### src/rtl/irrigation_pkg.sv
// Shared state encoding, valve modes and drain rates for the multi-zone
// irrigation controller and its round-robin arbiter.
package irrigation_pkg;

  typedef enum logic [2:0] {
    IDLE     = 3'd0,
    FILL     = 3'd1,
    IRRIGATE = 3'd2,
    CLEAN    = 3'd3,
    ERROR    = 3'd4
  } irr_state_e;

  localparam logic MODE_DRIP      = 1'b0;
  localparam logic MODE_SPRINKLER = 1'b1;

  localparam int DRAIN_DRIP      = 32'sd1;
  localparam int DRAIN_SPRINKLER = 32'sd2;

  // Zone index addition modulo n, for operands already in 0..n-1.
  function automatic int wrap_add(input int a, input int b, input int n);
    int s;
    s = a + b;
    if (s >= n) begin
      return s - n;
    end else begin
      return s;
    end
  endfunction

endpackage

### src/rtl/multi_zone_irrigation_ctrl_if.sv
// Zone request / valve / display bundle between the environment (master)
// and the irrigation controller (slave).
interface multi_zone_irrigation_ctrl_if #(
  parameter int N_ZONES = 4,
  parameter int LEVEL_W = 3
);

  logic                       tick;
  logic [N_ZONES-1:0]         asp;
  logic [N_ZONES-1:0]         got;
  logic                       adb;
  logic                       ve;
  logic [N_ZONES-1:0]         valve_en;
  logic                       valve_mode;
  logic [LEVEL_W-1:0]         level;
  logic [2:0]                 state;
  logic                       clean;
  logic                       erro;
  logic [$clog2(N_ZONES)-1:0] err_zone;

  modport master (
    output tick, asp, got, adb,
    input  ve, valve_en, valve_mode, level, state, clean, erro, err_zone
  );

  modport slave (
    input  tick, asp, got, adb,
    output ve, valve_en, valve_mode, level, state, clean, erro, err_zone
  );

endinterface

### src/rtl/rr_arbiter.sv
// Combinational round-robin zone picker: the first requesting zone at or
// after rr_ptr_i, wrapping past the last zone.
module rr_arbiter
  import irrigation_pkg::*;
#(
  parameter int N_ZONES = 4
) (
  input  logic [N_ZONES-1:0]         req_i,
  input  logic [$clog2(N_ZONES)-1:0] rr_ptr_i,
  output logic [$clog2(N_ZONES)-1:0] grant_o,
  output logic                       grant_valid_o
);

  localparam int ZW = $clog2(N_ZONES);

  logic [ZW-1:0] idx_s;

  assign grant_valid_o = |req_i;

  // Walk offsets from farthest to nearest so the nearest requester is kept.
  always_comb begin
    grant_o = '0;
    idx_s   = '0;
    for (int k = N_ZONES - 1; k >= 0; k--) begin
      idx_s   = ZW'(wrap_add(int'(rr_ptr_i), k, N_ZONES));
      grant_o = req_i[idx_s] ? idx_s : grant_o;
    end
  end

endmodule

### src/rtl/multi_zone_irrigation_ctrl.sv
// Multi-zone irrigation controller: tank fill, round-robin zone sessions,
// post-fertiliser cleaning and a latched input-conflict error.
module multi_zone_irrigation_ctrl
  import irrigation_pkg::*;
#(
  parameter int N_ZONES      = 4,
  parameter int LEVEL_W      = 3,
  parameter int LOW_THR      = 2,
  parameter int CLEAN_CYCLES = 3
) (
  input logic                         clock,
  input logic                         reset,
  multi_zone_irrigation_ctrl_if.slave bus
);

  localparam int ZW = $clog2(N_ZONES);
  localparam int CW = $clog2(CLEAN_CYCLES + 1);

  localparam logic [LEVEL_W-1:0] LEVEL_MAX = {LEVEL_W{1'b1}};
  localparam logic [LEVEL_W-1:0] LEVEL_ONE = LEVEL_W'(32'd1);
  localparam logic [LEVEL_W-1:0] LEVEL_LOW = LEVEL_W'(LOW_THR);
  localparam logic [LEVEL_W-1:0] RATE_DRIP = LEVEL_W'(DRAIN_DRIP);
  localparam logic [LEVEL_W-1:0] RATE_SPRK = LEVEL_W'(DRAIN_SPRINKLER);
  localparam logic [CW-1:0]      CNT_ONE   = CW'(32'd1);
  localparam logic [CW-1:0]      CNT_LAST  = CW'(CLEAN_CYCLES - 1);
  localparam logic [N_ZONES-1:0] ZONE_ONE  = N_ZONES'(32'd1);

  irr_state_e         state_q, state_d;
  logic [LEVEL_W-1:0] level_q, level_d;
  logic [ZW-1:0]      rr_ptr_q, rr_ptr_d;
  logic [ZW-1:0]      grant_q, grant_d;
  logic [ZW-1:0]      err_zone_q, err_zone_d;
  logic               mode_q, mode_d;
  logic               fert_q, fert_d;
  logic [CW-1:0]      cnt_q, cnt_d;

  logic               ve_q, ve_d;
  logic [N_ZONES-1:0] valve_en_q, valve_en_d;
  logic               valve_mode_q, valve_mode_d;
  logic               clean_q, clean_d;
  logic               erro_q, erro_d;

  logic [N_ZONES-1:0] req_s, conflict_s;
  logic [ZW-1:0]      arb_grant_s, conf_zone_s;
  logic               arb_valid_s;
  logic [LEVEL_W-1:0] rate_s, drained_s;

  assign req_s      = bus.asp | bus.got;
  assign conflict_s = bus.asp & bus.got;

  rr_arbiter #(
    .N_ZONES(N_ZONES)
  ) u_arb (
    .req_i        (req_s),
    .rr_ptr_i     (rr_ptr_q),
    .grant_o      (arb_grant_s),
    .grant_valid_o(arb_valid_s)
  );

  // Lowest conflicting zone index, reported when the error latches.
  always_comb begin
    conf_zone_s = '0;
    for (int i = N_ZONES - 1; i >= 0; i--) begin
      conf_zone_s = conflict_s[i] ? ZW'(i) : conf_zone_s;
    end
  end

  assign rate_s    = (mode_q == MODE_SPRINKLER) ? RATE_SPRK : RATE_DRIP;
  assign drained_s = (level_q > rate_s) ? (level_q - rate_s) : '0;

  // Next-state, datapath and Moore output decode.
  always_comb begin
    state_d    = state_q;
    level_d    = level_q;
    rr_ptr_d   = rr_ptr_q;
    grant_d    = grant_q;
    err_zone_d = err_zone_q;
    mode_d     = mode_q;
    fert_d     = fert_q;
    cnt_d      = cnt_q;

    if (state_q == ERROR) begin
      state_d = ERROR;
    end else if (|conflict_s) begin
      state_d    = ERROR;
      err_zone_d = conf_zone_s;
    end else begin
      case (state_q)
        IDLE: begin
          fert_d = 1'b0;
          if (level_q == '0) begin
            state_d = FILL;
          end else if (arb_valid_s && (level_q >= LEVEL_LOW)) begin
            state_d  = IRRIGATE;
            grant_d  = arb_grant_s;
            mode_d   = bus.asp[arb_grant_s];
            rr_ptr_d = ZW'(wrap_add(int'(arb_grant_s), 32'sd1, N_ZONES));
          end else if (arb_valid_s) begin
            state_d = FILL;
          end else begin
            state_d = IDLE;
          end
        end
        FILL: begin
          if (level_q == LEVEL_MAX) begin
            state_d = IDLE;
          end else if (bus.tick) begin
            level_d = level_q + LEVEL_ONE;
          end else begin
            level_d = level_q;
          end
        end
        IRRIGATE: begin
          // A fertiliser request in the closing cycle still forces a clean.
          fert_d = fert_q | (bus.adb & (mode_q == MODE_SPRINKLER));
          if (!req_s[grant_q] || (level_q == '0)) begin
            state_d = fert_d ? CLEAN : IDLE;
          end else if (bus.tick) begin
            level_d = drained_s;
          end else begin
            level_d = level_q;
          end
        end
        CLEAN: begin
          if (bus.tick) begin
            if (cnt_q == CNT_LAST) begin
              cnt_d   = '0;
              state_d = IDLE;
            end else begin
              cnt_d = cnt_q + CNT_ONE;
            end
          end else begin
            cnt_d = cnt_q;
          end
        end
        default: begin
          state_d = ERROR;
        end
      endcase
    end

    ve_d         = (state_d == FILL);
    valve_en_d   = (state_d == IRRIGATE) ? (ZONE_ONE << grant_d) : '0;
    valve_mode_d = (state_d == IRRIGATE) && mode_d;
    clean_d      = (state_d == CLEAN);
    erro_d       = (state_d == ERROR);
  end

  // State, datapath and output registers with synchronous reset.
  always_ff @(posedge clock) begin
    if (reset) begin
      state_q      <= IDLE;
      level_q      <= '0;
      rr_ptr_q     <= '0;
      grant_q      <= '0;
      err_zone_q   <= '0;
      mode_q       <= MODE_DRIP;
      fert_q       <= 1'b0;
      cnt_q        <= '0;
      ve_q         <= 1'b0;
      valve_en_q   <= '0;
      valve_mode_q <= 1'b0;
      clean_q      <= 1'b0;
      erro_q       <= 1'b0;
    end else begin
      state_q      <= state_d;
      level_q      <= level_d;
      rr_ptr_q     <= rr_ptr_d;
      grant_q      <= grant_d;
      err_zone_q   <= err_zone_d;
      mode_q       <= mode_d;
      fert_q       <= fert_d;
      cnt_q        <= cnt_d;
      ve_q         <= ve_d;
      valve_en_q   <= valve_en_d;
      valve_mode_q <= valve_mode_d;
      clean_q      <= clean_d;
      erro_q       <= erro_d;
    end
  end

  assign bus.ve         = ve_q;
  assign bus.valve_en   = valve_en_q;
  assign bus.valve_mode = valve_mode_q;
  assign bus.level      = level_q;
  assign bus.state      = state_q;
  assign bus.clean      = clean_q;
  assign bus.erro       = erro_q;
  assign bus.err_zone   = err_zone_q;

endmodule

### src/flat_wrapper.sv
// flat-port wrapper written by rule: the top's interface ports become plain ports
module multi_zone_irrigation_ctrl_flat import irrigation_pkg::*;
#(
  parameter int N_ZONES      = 4,
  parameter int LEVEL_W      = 3,
  parameter int LOW_THR      = 2,
  parameter int CLEAN_CYCLES = 3
)
  (clock, reset, bus_tick, bus_asp, bus_got, bus_adb, bus_ve, bus_valve_en, bus_valve_mode, bus_level, bus_state, bus_clean, bus_erro, bus_err_zone);
  multi_zone_irrigation_ctrl_if #(.N_ZONES(N_ZONES), .LEVEL_W(LEVEL_W)) bus_i ();
  input logic clock;
  input logic reset;
  input wire logic [$bits(bus_i.tick)-1:0] bus_tick;
  input wire logic [$bits(bus_i.asp)-1:0] bus_asp;
  input wire logic [$bits(bus_i.got)-1:0] bus_got;
  input wire logic [$bits(bus_i.adb)-1:0] bus_adb;
  output wire logic [$bits(bus_i.ve)-1:0] bus_ve;
  output wire logic [$bits(bus_i.valve_en)-1:0] bus_valve_en;
  output wire logic [$bits(bus_i.valve_mode)-1:0] bus_valve_mode;
  output wire logic [$bits(bus_i.level)-1:0] bus_level;
  output wire logic [$bits(bus_i.state)-1:0] bus_state;
  output wire logic [$bits(bus_i.clean)-1:0] bus_clean;
  output wire logic [$bits(bus_i.erro)-1:0] bus_erro;
  output wire logic [$bits(bus_i.err_zone)-1:0] bus_err_zone;
  assign bus_i.tick = bus_tick;
  assign bus_i.asp = bus_asp;
  assign bus_i.got = bus_got;
  assign bus_i.adb = bus_adb;
  assign bus_ve = bus_i.ve;
  assign bus_valve_en = bus_i.valve_en;
  assign bus_valve_mode = bus_i.valve_mode;
  assign bus_level = bus_i.level;
  assign bus_state = bus_i.state;
  assign bus_clean = bus_i.clean;
  assign bus_erro = bus_i.erro;
  assign bus_err_zone = bus_i.err_zone;
  multi_zone_irrigation_ctrl #(.N_ZONES(N_ZONES), .LEVEL_W(LEVEL_W), .LOW_THR(LOW_THR), .CLEAN_CYCLES(CLEAN_CYCLES)) u_core (.clock(clock), .reset(reset), .bus(bus_i));
endmodule
### config.mk
export PLATFORM = sky130hd
export DESIGN_NAME = multi_zone_irrigation_ctrl_flat
export DESIGN_NICKNAME = d
export VERILOG_FILES = /design/src/rtl/irrigation_pkg.sv /design/src/rtl/multi_zone_irrigation_ctrl_if.sv /design/src/rtl/rr_arbiter.sv /design/src/rtl/multi_zone_irrigation_ctrl.sv /design/src/flat_wrapper.sv
export SDC_FILE = /design/constraint.sdc
export NUM_CORES = 1
export LEC_CHECK = 0
export ABC_AREA = 0
export ABC_CLOCK_PERIOD_IN_PS = 1900
export CORE_ASPECT_RATIO = 2
export CORE_MARGIN = 4
export CORE_UTILIZATION = 34
export CTS_BUF_LIST = sky130_fd_sc_hd__clkbuf_4
export DETAILED_ROUTE_END_ITERATION = 12
export REMOVE_ABC_BUFFERS = 1
export SLEW_MARGIN = 5
export SYNTH_ARGS = -nofsm -noshare
export SYNTH_HDL_FRONTEND = slang
export SYNTH_SLANG_ARGS = --single-unit
### constraint.sdc
create_clock -name clock -period 1.9 [get_ports clock]
set_input_delay 0.475 -clock clock [delete_from_list [all_inputs] [get_ports clock]]
set_output_delay 0.475 -clock clock [all_outputs]
set_load 0.01 [all_outputs]
* Word-level counts from Yosys, hierarchy flattened
Cells that the tools add are included.
Word-level totals: output and inout port bits 16, bits of input ports 12, word-level logic and storage cells 132, flip-flop bits (word level) 24
Operators by class: mux-type cells 55, order comparisons 13, reductions and logical operators 16, bitwise logic cells 8, add/sub/neg operators 12, shift operators 1, equality and inequality tests 14
Operator list (number):
- $mux W2 | 21
- $mux W3 | 13
- $lt A2 B3 Y1 const B | 6
- $bmux W1 S2 | 6
- $eq A3 B2 Y1 const B | 4
- $ge A3 B3 Y1 const B | 4
- $mux W1 | 12
- $pmux W3 S4 | 1
- $sub A2 B1 Y2 const B | 5
- $eq A3 B3 Y1 const B | 3
- $ne A2 B2 Y1 const B | 4
- $reduce_or A4 Y1 | 2
- $reduce_and A7 Y1 | 1
- $add A2 B1 Y3 const B | 2
- $add A2 B2 Y3 const B | 2
- $eq A3 B1 Y1 const B | 2
- $logic_not A3 Y1 | 2
- $pmux W3 S2 | 1
- $reduce_and A5 Y1 | 1
- $and A4 B4 Y4 | 1
- $not A1 Y1 | 4
- $or A4 B4 Y4 | 1
- $reduce_and A4 Y1 | 1
- $reduce_bool A2 Y1 | 2
- other kinds (17) | 18

* Longest topological paths before layout
Gate-level depths: netlist of the first run.
depth after elaboration 17, depth in mapped cells 8, gate-level depth less buffers 8

* Hierarchy
A second synthesis of the first run with hierarchy kept.
Unflattened totals: cell total of the unflattened synthesis 176, area, all modules 1445.1 um2
Modules (own cells, without submodules):
- multi_zone_irrigation_ctrl | times used 1, sequential area each 480.5 um2, area an instance 1367.6 um2, cells each 163
- rr_arbiter | times used 1, sequential area each 0.0 um2, area an instance 77.6 um2, cells each 13

* Worst setup path after synthesis of the first run
No wires, ideal clock.
kind register to register, from reg u_core.level_q[1] (netlist: u_core.bus.level[1]), to reg u_core.valve_en_q[0] (netlist: u_core.bus.valve_en[0]), required time 1.785 ns, buffers on the path 0, data arrival time 1.807 ns, library setup time 0.115 ns, clock period less this slack 1.923 ns, slack -0.023 ns, cell stages (with the launch flop) 8, path through dfxtp_1 -> inv_1 -> ha_1 -> o21bai_1 -> nand4_1 -> nor3_1 -> a21oi_1 -> and3_1
Between the ends: longest elaborated chain between the ends 10, elaborated cells between the ends (all ways) 21, classes of those cells order compare (1); eq/ne (2); shift (1); mux (12); bitwise (1); reduce/logical (4)
RTL lines:
- start, declared | RTL line multi_zone_irrigation_ctrl.sv:29 | logic [LEVEL_W-1:0] level_q, level_d;
- start signal, assigned | RTL line multi_zone_irrigation_ctrl.sv:167 | level_q <= level_d;
- $ge A3 B2 Y1 | RTL line multi_zone_irrigation_ctrl.sv:93 | end else if (arb_valid_s && (level_q >= LEVEL_LOW)) begin
- $logic_and A1 B1 Y1 | RTL line multi_zone_irrigation_ctrl.sv:93
- $mux W3 | RTL line multi_zone_irrigation_ctrl.sv:93
- $mux W3 | RTL line multi_zone_irrigation_ctrl.sv:91 | if (level_q == '0) begin
- $pmux W3 S4 | RTL line multi_zone_irrigation_ctrl.sv:88 | case (state_q)
- $mux W3 | RTL line multi_zone_irrigation_ctrl.sv:84 | end else if (|conflict_s) begin
- $mux W3 | RTL line multi_zone_irrigation_ctrl.sv:82 | if (state_q == ERROR) begin
- $eq A3 B2 Y1 | RTL line multi_zone_irrigation_ctrl.sv:143 | valve_en_d = (state_d == IRRIGATE) ? (ZONE_ONE << grant_d) : '0;
- $not A1 Y1 (no source line)
- $reduce_or A2 Y1 (no source line)
- end signal, assigned | RTL line multi_zone_irrigation_ctrl.sv:175 | valve_en_q <= valve_en_d;
- end, declared | RTL line multi_zone_irrigation_ctrl.sv:38 | logic [N_ZONES-1:0] valve_en_q, valve_en_d;
Several ways; a longest one is shown, not always the timed one. A chain may end at the register's enable or synchronous reset.

* Worst setup path in the final report of the first run
from in bus_tick, to reg u_core.ve_q (netlist: u_core.bus.ve)
Between the ends: longest elaborated chain between the ends 5
RTL lines:
- start, declared | RTL line flat_wrapper.sv:13 | input wire logic [$bits(bus_i.tick)-1:0] bus_tick;
- $mux W3 | RTL line multi_zone_irrigation_ctrl.sv:125 | if (bus.tick) begin
- $pmux W3 S4 | RTL line multi_zone_irrigation_ctrl.sv:88
- $mux W3 | RTL line multi_zone_irrigation_ctrl.sv:84
- $mux W3 | RTL line multi_zone_irrigation_ctrl.sv:82
- $eq A3 B1 Y1 | RTL line multi_zone_irrigation_ctrl.sv:142 | ve_d = (state_d == FILL);
- end signal, assigned | RTL line multi_zone_irrigation_ctrl.sv:174 | ve_q <= ve_d;
- end, declared | RTL line multi_zone_irrigation_ctrl.sv:37 | logic ve_q, ve_d;
No other way between the ends.

==> results.json, run 1 <==
{
  "p_int_mw": 0.839,
  "seqPwrFrac": 0.465,
  "viasPerCell": 5.27,
  "groute.usage.overall": 0.173,
  "crit_end": "u_core.bus.ve",
  "ys.flop_type": "dfxtp_1",
  "antennaDiodeCount": 0,
  "dp.cells": 285,
  "cts.sinks": 24,
  "hold_viol_final": 0,
  "clock_latency_ps": 320,
  "drive_gt1_frac": 0.428,
  "setup.worst_path.start": "bus_tick",
  "grt_pass1_vias": 1652,
  "cts_tree": "built",
  "yosys.area_share.adder": 0.0663,
  "hpwl_um": 3370,
  "drtPass1Iterations": 6,
  "antenna_found_initial": 0,
  "grt_remaining_overflow": 0,
  "synth-seq-cells": 24,
  "p_leak_nw": 0.972,
  "cts_max_level": 1,
  "dieArea_um2": 5380,
  "switchingPower_mw": 0.272,
  "crit_fanout": 3,
  "rsz0062_at_grt": "true",
  "die_h_um": 99.8,
  "syn2layout_area_growth_pct": 61.9,
  "combPwrFrac": 0.202,
  "fmax_ghz": 0.543,
  "wire_per_inst_um": 14.7,
  "async_flop_share": 0,
  "drv_slew": 0,
  "drc": 0,
  "n_fill_cell": 378,
  "syn_inst": 165,
  "min_period_ps": 1840,
  "cap_violations": 0,
  "yosysSeqAreaShare": 0.335,
  "grt_pass1_wl_um": 6980,
  "outcome": "complete, no violations",
  "vdd.ir_drop.worst_mv": 0.341,
  "root_buffer": "clkbuf_4",
  "yosysWarnings": 0,
  "synth-edff-count": 0,
  "die_x_um": 53.9,
  "synth_top_family_by_area": "simple AND/OR/NAND/NOR gates",
  "max_slew_margin": 0.769,
  "layout.cells.non_filler": 295,
  "nNetsFinal": 263,
  "worst_ep_required_time_ps": 2120,
  "period_share": 0.969,
  "clkPwrFrac": 0.333,
  "synth_compound_area_frac": 0.224,
  "worstPathArrival_ps": 2060,
  "p_per_area_nw_per_um2": 479,
  "ys_types": 55,
  "drt_iter0_markers": 37,
  "r2r_slack_ps": 60,
  "synth_simple_gate_area_frac": 0.271,
  "worstMarginPinSlew_ps": 343,
  "initial_core_util": 0.351,
  "grt_max_degree": 18,
  "path_class": "in2reg",
  "r2r.worst_path.cells": 5,
  "core.rowCount": 33,
  "min_path_type": "reg2reg",
  "cp-end-kind": "flip-flop",
  "synth_xor_area_frac": 0.00611,
  "ant_nets": 0,
  "vias": 1555,
  "fin_tns_setup_ps": 0,
  "rr_startpoint": "u_core.grant_q[1]",
  "synthMuxAreaShare": 0.0506,
  "p_sw_frac": 0.245,
  "timing.rr.end": "u_core.bus.valve_en[1]",
  "ctsHoldBuffers": 0,
  "cts_inserted_buffers": 3,
  "worstHoldStart": "u_core.bus.err_zone[0]",
  "finalWirelength_um": 4340,
  "port_buffers": 27,
  "synth_area_um2": 1430,
  "core_area_um2": 4090,
  "fin_skew_ps": 7.47,
  "crit_path_start_kind": "input pin",
  "io_pins": 28,
  "gp_congestion": 0.943,
  "cts_buffer_depth": 2,
  "clk_pin_slew_ps": 140,
  "syn_area_per_cell_um2": 8.69,
  "setup_viol_count_final": 0
}
## cell families after synthesis
family	after synthesis
and+or+nand+nor	72
AOI/OAI and AO/OA	42
DFF	24
buffers and inverters	13
adders and majority gates	7
muxes	6
xor gates and xnor gates	1
## cells in the mapped netlist (3+ instances only)
master	n	area share
a211oi_1	3	0.016
a21oi_1	9	0.031
dfxtp_1	24	0.34
ha_1	6	0.052
inv_1	9	0.024
mux2i_1	5	0.035
nand2_1	15	0.039
nor2_1	25	0.065
nor3_1	5	0.017
o21ai_0	6	0.021
or2_2	3	0.013
## worst max-delay path, cell delays in order
cell             delay (ps)
clkdlybuf4s50_1         460
a311oi_4                370
a21oi_1                 100
o221ai_2                230
nand2_1                 130
nor4_1                  290
## worst min-delay path by stage
stage                             end  slack (ps)  cells past startpoint
6_report       u_core.bus.err_zone[0]         470                      2
5_1_grt        u_core.bus.err_zone[0]         500                      2
4_1_cts        u_core.bus.err_zone[0]         470                      2
3_5_place_dp   u_core.bus.err_zone[0]         450                      2
3_3_place_gp   u_core.bus.err_zone[0]         440                      2
2_1_floorplan           u_core.fert_q         440                      2
## cell type report
cell class	instances	area, um2	share of cell area
repair buffers	78	636	0.274
well taps	52	65.1	0.0280
clock buffers	3	22.5	0.00970
clock inverters	1	30.0	0.0129
multi-input cells	128	1040	0.447
flip-flops and latches	24	497	0.214
inverters	9	33.8	0.0146
## power groups by stage
| stage | Clock, mW | Sequential [mW] | Combinational [mW] |
|---|---|---|---|
| 4_1_cts | 0.383 | 0.520 | 0.223 |
| 3_3_place_gp | 0 | 0.530 | 0.191 |
| 6_report | 0.370 | 0.517 | 0.224 |
| 5_1_grt | 0.406 | 0.518 | 0.244 |
| 3_5_place_dp | 0 | 0.531 | 0.194 |
| 2_1_floorplan | 0 | 0.538 | 0.0620 |
## stage by stage
step                worst slack (ps)   util  hold slack (ps)  power (mW)  cell area (um2)
CTS                             6.21  0.561              466        1.13             2290
finish                          59.3  0.568              465        1.11             2320
global placement                -640  0.507              438       0.721             2070
global route                   -34.3  0.568              499        1.17             2320
floorplan                      -22.6      -              438       0.600             1400
detailed placement              -700  0.507              448       0.724             2070
## routing by layer
layer	wire (um)	part of all wire	GRT usage
met3	103	0.024	0.0163
met5	0	0	0
met1	1470	0.34	0.156
met2	2610	0.60	0.341
met4	162	0.037	0.0945
## state kept, by name, summed over array words and instances (netlist names)
name	flops
u_core.bus.valve_mode	1
u_core.bus.erro	1
u_core.rr_ptr_q	2
u_core.bus.clean	1
u_core.bus.valve_en	4
u_core.grant_q	2
u_core.mode_q	1
u_core.cnt_q	2
u_core.fert_q	1
u_core.bus.state	3
u_core.bus.err_zone	2
u_core.bus.level	3
u_core.bus.ve	1
## timing repair
item / in CTS / in global routing
endpoints found under the setup margin: 23 / 16
pin swaps: 11 / 10
resized for setup: 43 / 26
setup buffers: 5 / 1
## layout by cell type, fill, tap and decap left out, types with 3 or more instances in the layout
cell,netlist,routed
ha_1,6,5
nor2_1,25,23
a21oi_1,9,7
buf_4,1,47
inv_1,9,8
o21ai_0,6,4
clkbuf_2,0,6
clkdlybuf4s50_1,0,18
nor2_2,2,3
mux2i_1,5,5
nor3_1,5,3
nand2_1,15,15
dfxtp_2,0,4
buf_6,1,3
clkbuf_4,0,3
dfxtp_4,0,3
o21ai_1,2,4
dfxtp_1,24,17
nor3b_2,2,3
Power figures use the tool's default switching activity.
==> run 2: changes to the inputs <==
--- a/config.mk
+++ b/config.mk
@@ -12,7 +12,6 @@
 export CORE_UTILIZATION = 34
 export CTS_BUF_LIST = sky130_fd_sc_hd__clkbuf_4
 export DETAILED_ROUTE_END_ITERATION = 12
-export REMOVE_ABC_BUFFERS = 1
 export SLEW_MARGIN = 5
 export SYNTH_ARGS = -nofsm -noshare
 export SYNTH_HDL_FRONTEND = slang
==> run 2 against run 1 <==
  * The run now ends with negative setup slack left
  * Die area stayed put
  * Clock skew is 1.1 ps lower
  * Hold slack worse by 8.0 ps
  * Sequential share of layout area is 1.2 points higher
  * Register-to-register slack worse by 70 ps
  * Via count is 2.8% lower
  * Largest cell class unchanged
  * Largest power group unchanged
==> results.json, run 2 (same netlist as run 1, synthesis figures left out) <==
{
  "gp_congestion": 0.919,
  "worstPathArrival_ps": 2170,
  "rsz0062_at_grt": "true",
  "p_per_area_nw_per_um2": 498,
  "grt_remaining_overflow": 0,
  "cts_buffer_depth": 2,
  "final_common_cell": "buf_4",
  "worst_ep_required_time_ps": 2150,
  "die_x_um": 53.9,
  "vdd.ir_drop.worst_mv": 0.366,
  "cts_inserted_buffers": 3,
  "cp-end-kind": "flip-flop",
  "n_fill_cell": 375,
  "clock_latency_ps": 320,
  "fin_tns_setup_ps": -17.6,
  "root_buffer": "clkbuf_4",
  "period_share": 1.01,
  "drv_slew": 0,
  "p_leak_nw": 0.906,
  "synth_nets": 184,
  "min_path_type": "reg2reg",
  "io_pins": 28,
  "cap_violations": 0,
  "fin_skew_ps": 6.36,
  "fmax_ghz": 0.521,
  "grt_max_degree": 18,
  "grt_pass1_vias": 1550,
  "layout_setup_ws_ps": -17.6,
  "r2r_slack_ps": -10,
  "cts.sinks": 24,
  "cts_tree": "built",
  "hold-worst-slack_ps": 457,
  "drive_gt1_frac": 0.381,
  "drtPass1Iterations": 4,
  "min_path_cells": 2,
  "min_period_ps": 1920,
  "finish.utilization": 0.531,
  "die_h_um": 99.8,
  "initial_core_util": 0.351,
  "hold_viol_final": 0,
  "outcome": "finished, violations left",
  "largest_reg_flops": 4,
  "port_buffers": 27,
  "cts_max_level": 1,
  "pre_cts_slack_ps": -780,
  "drt_iter0_markers": 34,
  "max_slew_margin": 0.747,
  "grt_pass1_wl_um": 6650,
  "crit_path_start_kind": "input pin",
  "core.rowCount": 33,
  "viasPerCell": 5.34,
  "dieArea_um2": 5380,
  "violations": "negative setup slack",
  "wire_per_inst_um": 14.4,
  "multi_input_area_um2": 976,
  "crit_fanout": 4,
  "r2r.worst_path.cells": 6,
  "antenna_found_initial": 0,
  "seqCellArea_um2": 490,
  "ant_nets": 0,
  "layout.cells.non_filler": 283,
  "core_area_um2": 4090,
  "syn2layout_area_growth_pct": 51.4,
  "ctsHoldBuffers": 0,
  "nNetsFinal": 251,
  "antennaDiodeCount": 0,
  "drc": 0,
  "path_class": "in2reg",
  "dp.cells": 278,
  "hpwl_um": 3320,
  "finalWirelength_um": 4070,
  "setup_viol_count_final": 1,
  "clk_pin_slew_ps": 140,
  "groute.usage.overall": 0.166,
  "final_cell_mix": "buf_4, nor2_1, clkdlybuf4s50_1, dfxtp_1, nand2_1",
  "vias": 1511,
  "worstMarginPinSlew_ps": 377
}
==> run 2: layout make-up <==
class / count / area share
timing repair buffer: 66 / 0.255
inverter: 9 / 0.0156
sequential: 24 / 0.226
multi-input combinational: 128 / 0.450
clock inverter: 1 / 0.0138
tap: 52 / 0.0300
clock buffer: 3 / 0.0104
==> run 2: final timing paths <==
path,from,endpoint
worst min register to register,u_core.bus.err_zone[0],u_core.bus.err_zone[0]
worst min-delay path,u_core.bus.err_zone[0],u_core.bus.err_zone[0]
worst max-delay path,bus_got[1],u_core.bus.valve_en[1]
worst max register to register,u_core.grant_q[1],u_core.bus.valve_en[1]
==> run 2: repair_timing <==
action | in CTS | in global routing
pin swaps | 3 | 4
gates cloned | 0 | 0
setup endpoints to repair | 21 | 11
setup buffers | 0 | 1
resized for setup | 38 | 16
==> run 2: worst max-delay path, stage by stage <==
cell             delay (ps)
clkdlybuf4s15_1         210
nor2_1                   70
mux4_2                  510
buf_6                   150
nor2_2                  130
o221ai_2                140
or2_4                   300
nor3b_2                 190
==> run 2: power breakdown <==
group	leakage (nW)	internal [mW]	total [mW]	switching (mW)
clock network	0.0279	0.213	0.374	0.161
logic	0.681	0.0959	0.187	0.0910
registers	0.197	0.511	0.520	0.00864
total	0.906	0.821	1.08	0.260
==> run 2: through the flow <==
stage / total power, mW / cell area (um2)
3_3_place_gp: 0.708 / 2030
2_1_floorplan: 0.611 / 1440
4_1_cts: 1.08 / 2110
5_1_grt: 1.13 / 2170
6_report: 1.08 / 2170
3_5_place_dp: 0.712 / 2030
==> run 2: per-layer routing <==
metal,wire length [um],part of all wire,GRT usage,vias to the layer above
li1,-,-,-,729
met1,1390,0.34,0.151,723
met2,2340,0.57,0.318,42
met3,130,0.032,0.0163,17
met4,210,0.052,0.106,0
met5,0,0,0,-
==> run 3: changes to the inputs <==
--- a/config.mk
+++ b/config.mk
@@ -6,12 +6,13 @@
 export NUM_CORES = 1
 export LEC_CHECK = 0
 export ABC_AREA = 0
-export ABC_CLOCK_PERIOD_IN_PS = 1900
+export ABC_CLOCK_PERIOD_IN_PS = 2350
 export CORE_ASPECT_RATIO = 2
 export CORE_MARGIN = 4
-export CORE_UTILIZATION = 34
+export CORE_UTILIZATION = 46
 export CTS_BUF_LIST = sky130_fd_sc_hd__clkbuf_4
 export DETAILED_ROUTE_END_ITERATION = 12
+export PLACE_DENSITY = 0.72
 export SLEW_MARGIN = 5
 export SYNTH_ARGS = -nofsm -noshare
 export SYNTH_HDL_FRONTEND = slang
==> constraint.sdc (replaced) <==
create_clock -name clock -period 2.35 [get_ports clock]
set_input_delay 0.5875 -clock clock [delete_from_list [all_inputs] [get_ports clock]]
set_output_delay 0.5875 -clock clock [all_outputs]
set_load 0.01 [all_outputs]
==> run 3 against run 2 <==
  * The flow now finishes without violations
  * Register-to-register slack better by 250 ps
  * Flip-flop and latch count unchanged
  * Die area decreased by 23%
  * Count of clock-buffer cells in the layout did not move
  * Combinational power down 21%
  * First-iteration DRC count grew 50%
  * Largest cell class unchanged
==> results.json, run 3 (same netlist as run 1, synthesis figures left out) <==
{
  "rsz0062_at_grt": "true",
  "p_leak_nw": 0.835,
  "p_per_area_nw_per_um2": 434,
  "worst_ep_required_time_ps": 2570,
  "grt_pass1_wl_um": 7020,
  "finalWirelength_um": 4180,
  "n_fill_cell": 255,
  "dieArea_um2": 4130,
  "rr_startpoint": "u_core.bus.level[1]",
  "dp.cells": 245,
  "synth_nets": 184,
  "worstPathArrival_ps": 2520,
  "ant_nets": 0,
  "core_area_um2": 2980,
  "die_h_um": 87.0,
  "clock_latency_ps": 320,
  "drv_slew": 0,
  "port_buffers": 27,
  "place_area_um2": 1910,
  "crit_path_start_kind": "input pin",
  "groute.usage.overall": 0.229,
  "cts_inserted_buffers": 3,
  "nNetsFinal": 239,
  "grtUsageMet2": 0.400,
  "layout_setup_ws_ps": 50.2,
  "gp_congestion": 0.971,
  "post_cts_buffers": 0,
  "timing.rr.end": "u_core.bus.level[0]",
  "hpwl_um": 3320,
  "grt_remaining_overflow": 0,
  "final_area_um2": 2010,
  "ctsHoldBuffers": 0,
  "antennaDiodeCount": 0,
  "r2r.worst_path.cells": 7,
  "viasPerCell": 5.71,
  "met1_usage": 0.257,
  "syn2layout_area_growth_pct": 40.0,
  "clk_pin_slew_ps": 140,
  "core.rowCount": 28,
  "grt_max_degree": 18,
  "setup_viol_count_final": 0,
  "grt_pass1_vias": 1585,
  "drive_gt1_frac": 0.237,
  "busiest_layer": "met2",
  "fin_skew_ps": 3.89,
  "outcome": "complete, no violations",
  "drtPass1Iterations": 4,
  "fin_tns_setup_ps": 0,
  "antenna_found_initial": 0,
  "final_cell_mix": "buf_4, nor2_1, dfxtp_1",
  "path_class": "in2reg",
  "drc": 0,
  "r2r_slack_ps": 240,
  "drt_iter0_markers": 51,
  "hold_viol_final": 0,
  "min_period_ps": 2300,
  "min_path_type": "reg2reg",
  "hold-worst-slack_ps": 474,
  "io_pins": 28,
  "max_slew_margin": 0.682,
  "die_x_um": 47.5,
  "fmax_ghz": 0.435,
  "worstMarginPinSlew_ps": 475,
  "cts_max_level": 1,
  "period_share": 0.979,
  "setup.worst_path.start": "bus_asp[1]",
  "cp-end-kind": "flip-flop",
  "wire_per_inst_um": 16.8,
  "root_buffer": "clkbuf_4",
  "vias": 1422,
  "finish.utilization": 0.674,
  "largest_reg_flops": 4,
  "final_common_cell": "buf_4",
  "initial_core_util": 0.482,
  "crit_fanout": 5,
  "total_power_mw": 0.871,
  "pre_cts_slack_ps": -333,
  "grt_use_met3": 0.0228,
  "cts_tree": "built",
  "cap_violations": 0,
  "cts.sinks": 24,
  "vdd.ir_drop.worst_mv": 0.372,
  "cts_buffer_depth": 2,
  "layout.cells.non_filler": 249,
  "crit_end": "u_core.bus.level[0]"
}
## run 3: changes by cell type in the layout (fill, tap and decap cells not counted), moves of 3 or more
cell,change
dfxtp_1,+6
dlygate4sd2_1,+3
clkdlybuf4s15_2,-3
buf_4,-11
buf_2,-4
clkdlybuf4s50_1,+4
dfxtp_2,-5
## run 3: what timing repair did
| item | in CTS | in global routing |
|---|---|---|
| gates resized for setup | 3 | 8 |
| pin swaps | 1 | 4 |
| endpoints found under the setup margin | 1 | 10 |
## run 3: cell type report
type / instances / area (um2) / share of cell area
multi-input cells: 128 / 928 / 0.463
clock buffers: 3 / 22.5 / 0.0112
clock inverters: 1 / 30.0 / 0.0150
repair buffers: 54 / 474 / 0.236
flip-flops and latches: 24 / 480 / 0.239
inverters: 9 / 33.8 / 0.0168
well taps: 30 / 37.5 / 0.0187
## run 3: per-layer routing
layer,vias up,share of wire
met3,18,0.027
met1,665,0.36
met2,34,0.57
met5,-,0
met4,0,0.047
li1,705,-
## run 3: how the worst min path moves through the flow
stage	from	end	slack [ps]	cells after the start
2_1_floorplan	u_core.fert_q	u_core.fert_q	440	2
3_3_place_gp	u_core.bus.err_zone[0]	u_core.bus.err_zone[0]	440	2
3_5_place_dp	u_core.bus.err_zone[0]	u_core.bus.err_zone[0]	460	2
4_1_cts	u_core.bus.err_zone[0]	u_core.bus.err_zone[0]	480	2
5_1_grt	u_core.bus.err_zone[0]	u_core.bus.err_zone[0]	510	2
6_report	u_core.bus.err_zone[0]	u_core.bus.err_zone[0]	470	2
## run 3: critical path, cell delays in order
cell,delay (ps)
clkdlybuf4s50_1,420
buf_4,160
a22o_1,220
or2_2,350
buf_4,160
nor2_2,130
and3_4,230
mux2i_1,190
nor2_1,60
## run 3: power by group
part / switching [mW] / internal [mW] / leakage (nW) / total [mW]
Clock: 0.127 / 0.172 / 0.0279 / 0.300
Combinational: 0.0712 / 0.0755 / 0.612 / 0.147
Sequential: 0.0105 / 0.414 / 0.194 / 0.425
